**src/rtl/in_temp_fifo_wp_ctrl_pkg.sv**
```systemverilog
// Shared definitions for the input temporary FIFO write-side pointer logic.
package in_temp_fifo_wp_ctrl_pkg;

    localparam int unsigned DEFAULT_ADDR_W = 8;

    typedef enum logic [1:0] {
        IDLE     = 2'd0,
        IN_PKT   = 2'd1,
        OVERFLOW = 2'd2
    } wp_state_t;

endpackage

```
**src/rtl/in_temp_fifo_ptr_cmp.sv**
```systemverilog
// Combinational FULL/EMPTY comparator; one slot stays reserved so FULL and EMPTY never alias.
module in_temp_fifo_ptr_cmp #(
    parameter int unsigned ADDR_W = 8
) (
    input  logic [ADDR_W-1:0] wp,
    input  logic [ADDR_W-1:0] commit_wp,
    input  logic [ADDR_W-1:0] rp,
    output logic              full,
    output logic              empty
);

    logic [ADDR_W-1:0] wp_inc;

    assign wp_inc = wp + ADDR_W'(1);
    assign full   = (wp_inc == rp);
    assign empty  = (commit_wp == rp);

endmodule

```
**src/rtl/in_temp_fifo_wp_ctrl.sv**
```systemverilog
// Packet-granular write pointer controller: writes speculatively at WP, publishes at
// COMMIT_WP on pkt_end, and rolls back on overflow or abort.
module in_temp_fifo_wp_ctrl
    import in_temp_fifo_wp_ctrl_pkg::*;
#(
    parameter int unsigned ADDR_W = DEFAULT_ADDR_W,
    parameter int unsigned CNT_W  = 8
) (
    input  logic              clk,
    input  logic              rst,
    input  logic              WP_en,
    input  logic              pkt_start,
    input  logic              pkt_end,
    input  logic              pkt_drop,
    input  logic [ADDR_W-1:0] RP,
    output logic              WE,
    output logic [ADDR_W-1:0] WP,
    output logic [ADDR_W-1:0] COMMIT_WP,
    output logic              FIFO_FULL,
    output logic              FIFO_EMPTY,
    output logic [CNT_W-1:0]  DROP_CNT
);

    wp_state_t         state, state_nx;
    logic [ADDR_W-1:0] wp_q, wp_nx, cwp_q, cwp_nx, base;
    logic [CNT_W-1:0]  drop_cnt_q;
    logic [CNT_W:0]    cnt_sum;
    logic [1:0]        drop_inc;
    logic              we, base_full, restart_full;

    in_temp_fifo_ptr_cmp #(.ADDR_W(ADDR_W)) u_cmp (
        .wp        (wp_q),
        .commit_wp (cwp_q),
        .rp        (RP),
        .full      (FIFO_FULL),
        .empty     (FIFO_EMPTY)
    );

    // A restart mid-packet rewinds to COMMIT_WP, so fullness is judged from there.
    assign restart_full = ((cwp_q + ADDR_W'(1)) == RP);

    always_comb begin
        state_nx  = state;
        wp_nx     = wp_q;
        cwp_nx    = cwp_q;
        we        = 1'b0;
        drop_inc  = 2'd0;
        base      = wp_q;
        base_full = FIFO_FULL;
        if (pkt_drop) begin
            wp_nx    = cwp_q;
            state_nx = IDLE;
            if (state == IN_PKT) drop_inc = 2'd1;
        end else if (WP_en) begin
            if (pkt_start && !(state == OVERFLOW && pkt_end)) begin
                if (state == IN_PKT) begin
                    drop_inc  = 2'd1;
                    base      = cwp_q;
                    base_full = restart_full;
                end
                if (!base_full) begin
                    we    = 1'b1;
                    wp_nx = base + ADDR_W'(1);
                    if (pkt_end) begin
                        cwp_nx   = base + ADDR_W'(1);
                        state_nx = IDLE;
                    end else begin
                        state_nx = IN_PKT;
                    end
                end else begin
                    drop_inc = drop_inc + 2'd1;
                    wp_nx    = base;
                    state_nx = pkt_end ? IDLE : OVERFLOW;
                end
            end else if (state == IN_PKT) begin
                if (!FIFO_FULL) begin
                    we    = 1'b1;
                    wp_nx = wp_q + ADDR_W'(1);
                    if (pkt_end) begin
                        cwp_nx   = wp_q + ADDR_W'(1);
                        state_nx = IDLE;
                    end
                end else begin
                    drop_inc = 2'd1;
                    wp_nx    = cwp_q;
                    state_nx = pkt_end ? IDLE : OVERFLOW;
                end
            end else if (state == OVERFLOW && pkt_end) begin
                state_nx = IDLE;
            end
        end
    end

    always_ff @(posedge clk or negedge rst) begin
        if (!rst) begin
            state <= IDLE;
            wp_q  <= '0;
            cwp_q <= '0;
        end else begin
            state <= state_nx;
            wp_q  <= wp_nx;
            cwp_q <= cwp_nx;
        end
    end

    assign cnt_sum = {1'b0, drop_cnt_q} + (CNT_W + 1)'(drop_inc);

    always_ff @(posedge clk or negedge rst) begin
        if (!rst)              drop_cnt_q <= '0;
        else if (cnt_sum[CNT_W]) drop_cnt_q <= '1;
        else                   drop_cnt_q <= cnt_sum[CNT_W-1:0];
    end

    assign WE        = we;
    assign WP        = wp_q;
    assign COMMIT_WP = cwp_q;
    assign DROP_CNT  = drop_cnt_q;

endmodule

```
**config.mk**
```make
export PLATFORM = sky130hd
export DESIGN_NAME = in_temp_fifo_wp_ctrl
export DESIGN_NICKNAME = d
export VERILOG_FILES = /design/src/rtl/in_temp_fifo_wp_ctrl_pkg.sv /design/src/rtl/in_temp_fifo_ptr_cmp.sv /design/src/rtl/in_temp_fifo_wp_ctrl.sv
export SDC_FILE = /design/constraint.sdc
export NUM_CORES = 1
export LEC_CHECK = 0
export CORE_MARGIN = 5
export CORE_UTILIZATION = 55
export CTS_BUF_LIST = sky130_fd_sc_hd__clkbuf_2
export DETAILED_ROUTE_END_ITERATION = 12
export HOLD_SLACK_MARGIN = 0.06
export PLACE_DENSITY = 0.84
export SYNTH_ARGS = -nofsm -noshare
export SYNTH_HDL_FRONTEND = slang
export SYNTH_SLANG_ARGS = --single-unit
```
**constraint.sdc**
```tcl
create_clock -name clk -period 4.91 [get_ports clk]
set_input_delay 0.982 -clock clk [delete_from_list [all_inputs] [get_ports clk]]
set_output_delay 0.982 -clock clk [all_outputs]
set_load 0.1 [all_outputs]
```
==> metrics.csv <==
stage,metric,value,unit
cells_and_area,Final Non-Filler Cells,429,
power_and_ir_drop,Seq pwr share,0.236,
critical_path,Arrival @ worst endpoint,3.25,ns
sta,"Min Clock Period, post-route",4.23,ns
global_routing,largest net degree at the start of global routing,27,
sta,final clock skew,0.0205,ns
power_and_ir_drop,worst vdd ir,0.526,mV
worst_hold_path,min-delay worst type,flop to flop,
sta,hold_ws,0.596,ns
synthesis,Synth area leaders,"dfrtp_1 24%, xnor2_1 9.1%, nand2_1 5.8%",
place,placed cell count,425,
cells_and_area,FF/Latch Area,651,µm²
critical_path,"Max FO, Critical Path",23,
drt,initial DRC count,398,
critical_path,Crit Path Class,flop to output port,
synthesis,Post-synth EDFFs,0,
sta,worst-margin pin slew,0.975,ns
synthesis,Post-Synthesis Cells,335,
power_and_ir_drop,Pleak,1.22,nW
sta,final slew viol count,0,
clocking,CTS buffer count,3,
clocking,Max Root-Sink Buffers,2,
power_and_ir_drop,Tot Pwr,2.12,mW
drt,Detailed Route WL,7.89,mm
synthesis,syn_area_per_cell,8.07,µm²
clocking,clock latency at the later pin of the worst-skew pair,0.38,ns
floorplanning,row cnt,25,
drt,DR DRC count,0,
synthesis,Yosys reg bits,26,
place,I/O Buffers,40,
synthesis,Synth area leader,dfrtp_1,
sta,setup TNS,0,ns
floorplanning,Initial Util,0.568,
clocking,H-Tree Depth,1,
clocking,CTS tree,built,
floorplanning,core area,0.00475,mm²
place,Post-DP Area,0.00317,mm²
clocking,Post-CTS Hold Fix Bufs,0,
clocking,PostCTS Resize Cnt,0,
sta,RSZ-0062 raised after global routing,false,
drt,vias per cell,6.43,
clocking,CTS Sinks,26,
job,maxcap violations,0,
cells_and_area,final instance area,0.00321,mm²
global_routing,first-pass GRT wire length,13.1,mm
place,Setup WS pre-CTS,0.378,ns
synthesis,post-synthesis cell area,0.00270,mm²
drt,Routed Antenna Nets,0,
cells_and_area,final core utilization,0.676,
outcome,status,"complete, no violations",
sta,final worst setup slack,0.676,ns
floorplanning,die width,80.1,µm
floorplanning,die extent in y,80.1,µm
place,DP HPWL,5.68,mm
synthesis,ys flop type,dfrtp_1,
clocking,Worst-path clk slew,0.29,ns
synthesis,most common cell in the netlist,nand2_1,
clocking,clk root buf,clkbuf_2,
floorplanning,DIE AREA,0.00642,mm²
drt,first drt pass iteration count,5,
power_and_ir_drop,Net Sw Frac,0.609,
synthesis,"Seq/Total Area, Yosys",0.241,
sta,slew margin rel.,0.348,
critical_path,Setup crit end kind,output port,
place,routability cong.,0.928,
sta,Max Clk Rate,236,MHz
power_and_ir_drop,Clock power frac,0.068,
synthesis,Yosys top cell area share,0.241,
cells_and_area,area of the multi-input gates,0.00190,mm²
power_and_ir_drop,Comb power frac,0.697,
drt,average wire per standard cell,18.4,µm
global_routing,GRT Util Overall,0.257,
sta,Fin. Hold Viols,0,
floorplanning,# IOs,41,
cells_and_area,Filler Cell Count,411,
cells_and_area,nets,384,
synthesis,"Async S/R FF share, synth",1.00,
synthesis,Synth warnings,0,
power_and_ir_drop,Sw Pwr,1.29,mW
synthesis,count of cell types in the netlist,62,
critical_path,Worst Setup Start Kind,flop,
synthesis,Synthesized Nets,356,
synthesis,Commonest cells post-synth,"42 x nand2_1, 28 x xnor2_1, 26 x dfrtp_1, 22 x nor2_1, 19 x nand3_1",
clocking,# Post-CTS Setup Buffers,0,
cells_and_area,area grow syn2layout,18.9,%
cells_and_area,layout cell share with drive strength beyond 1,0.110,
critical_path,"Req. time, crit path",3.93,ns
drt,total number of vias,2757,
global_routing,initial antenna violation count,0,
global_routing,vias in the first global route,2679,
power_and_ir_drop,Power per Cell Area,659,mW/mm²
power_and_ir_drop,Internal,0.828,mW
sta,# setup viols final,0,
global_routing,total global routing overflow,0,
cells_and_area,Ant. Diodes,0,
sta,"Period Utilization, post-route",0.862,
-- cell families (layout without fill, tap and decap cells) --
kind of cell / count (synthesis) / in the layout / synth area share
xor+xnor: 43 / 43 / 0.139
fa+ha+maj: 7 / 7 / 0.0352
compound gates: 84 / 84 / 0.225
mux: 17 / 17 / 0.0708
flops: 26 / 26 / 0.241
buf+inv: 40 / 67 / 0.0671
simple gates: 118 / 118 / 0.221
-- registers in the layout, indices dropped and copies added, names as in the netlist --
register,flops
DROP_CNT,8
COMMIT_WP,8
WP,8
state,2
-- per-layer routing --
layer  global-route usage  share of wire  vias up
met5                    0              0        -
met2                0.431           0.47      147
met1                0.341           0.43     1323
met4               0.0997          0.029        0
met3               0.0202          0.075       26
li1                     -              -     1261
-- worst paths after layout --
kind                                            from                        to  slack (ns)  cells after the start
worst min register to register  state[0]$_DFFE_PN0P_      state[0]$_DFFE_PN0P_        0.60                      2
min in group asynchronous                        rst     DROP_CNT[5]$_DFF_PN0_        0.91                      2
worst max-delay path               WP[0]$_DFFE_PN0P_                        WE        0.68                      8
worst min-delay path            state[0]$_DFFE_PN0P_      state[0]$_DFFE_PN0P_        0.60                      2
worst max register to register     WP[0]$_DFFE_PN0P_     DROP_CNT[0]$_DFF_PN0_        0.71                     17
max in group asynchronous                        rst  COMMIT_WP[4]$_DFFE_PN0P_        3.72                      2
-- layout by cell type (no fill, tap or decap), types with 3 or more instances in the layout --
cell | netlist | layout
a211oi_1 | 3 | 3
inv_1 | 13 | 13
buf_4 | 4 | 10
nand3b_1 | 4 | 4
ha_1 | 6 | 6
nand3_1 | 19 | 19
or3_1 | 5 | 5
mux2i_1 | 9 | 9
o211ai_1 | 7 | 7
a31oi_1 | 9 | 9
mux2_4 | 3 | 3
clkdlybuf4s50_1 | 0 | 37
dfrtp_1 | 26 | 26
o22ai_1 | 7 | 7
o221ai_1 | 3 | 3
nor2_1 | 22 | 22
o21ai_0 | 8 | 8
nor3_1 | 5 | 5
nand2b_1 | 4 | 4
a22oi_1 | 4 | 4
clkbuf_2 | 0 | 3
a21oi_1 | 16 | 16
xnor2_1 | 28 | 28
nand2_1 | 42 | 42
mux2_2 | 5 | 5
xor2_1 | 15 | 15
o31ai_1 | 3 | 3
-- critical path, stage by stage, from the launching register on --
cell and delay [ns]:
dfrtp_1 0.63, ha_1 0.39, nand3_1 0.33, o21ai_0 0.26, o2111ai_1 0.21, nor4b_4 0.37
buf_4 0.37, a221oi_4 0.11, buf_12 0.19
-- cell type report --
cell class | instances | share of cell area
clock buffer | 3 | 0.00467
clock inverter | 1 | 0.00934
inverter | 14 | 0.0163
multi-input combinational | 269 | 0.590
sequential | 26 | 0.202
tap | 67 | 0.0261
timing repair buffer | 49 | 0.151
-- power by group through the flow --
| stage | Sequential [mW] | Combinational (mW) | Clock, mW |
|---|---|---|---|
| 6_report | 0.499 | 1.47 | 0.143 |
| 2_1_floorplan | 0.924 | 0.701 | 0 |
| 5_1_grt | 0.512 | 1.56 | 0.154 |
| 4_1_cts | 0.490 | 1.47 | 0.144 |
| 3_5_place_dp | 0.496 | 1.46 | 0 |
| 3_3_place_gp | 0.491 | 1.45 | 0 |
No activity file was read; power rests on OpenSTA's default activity.
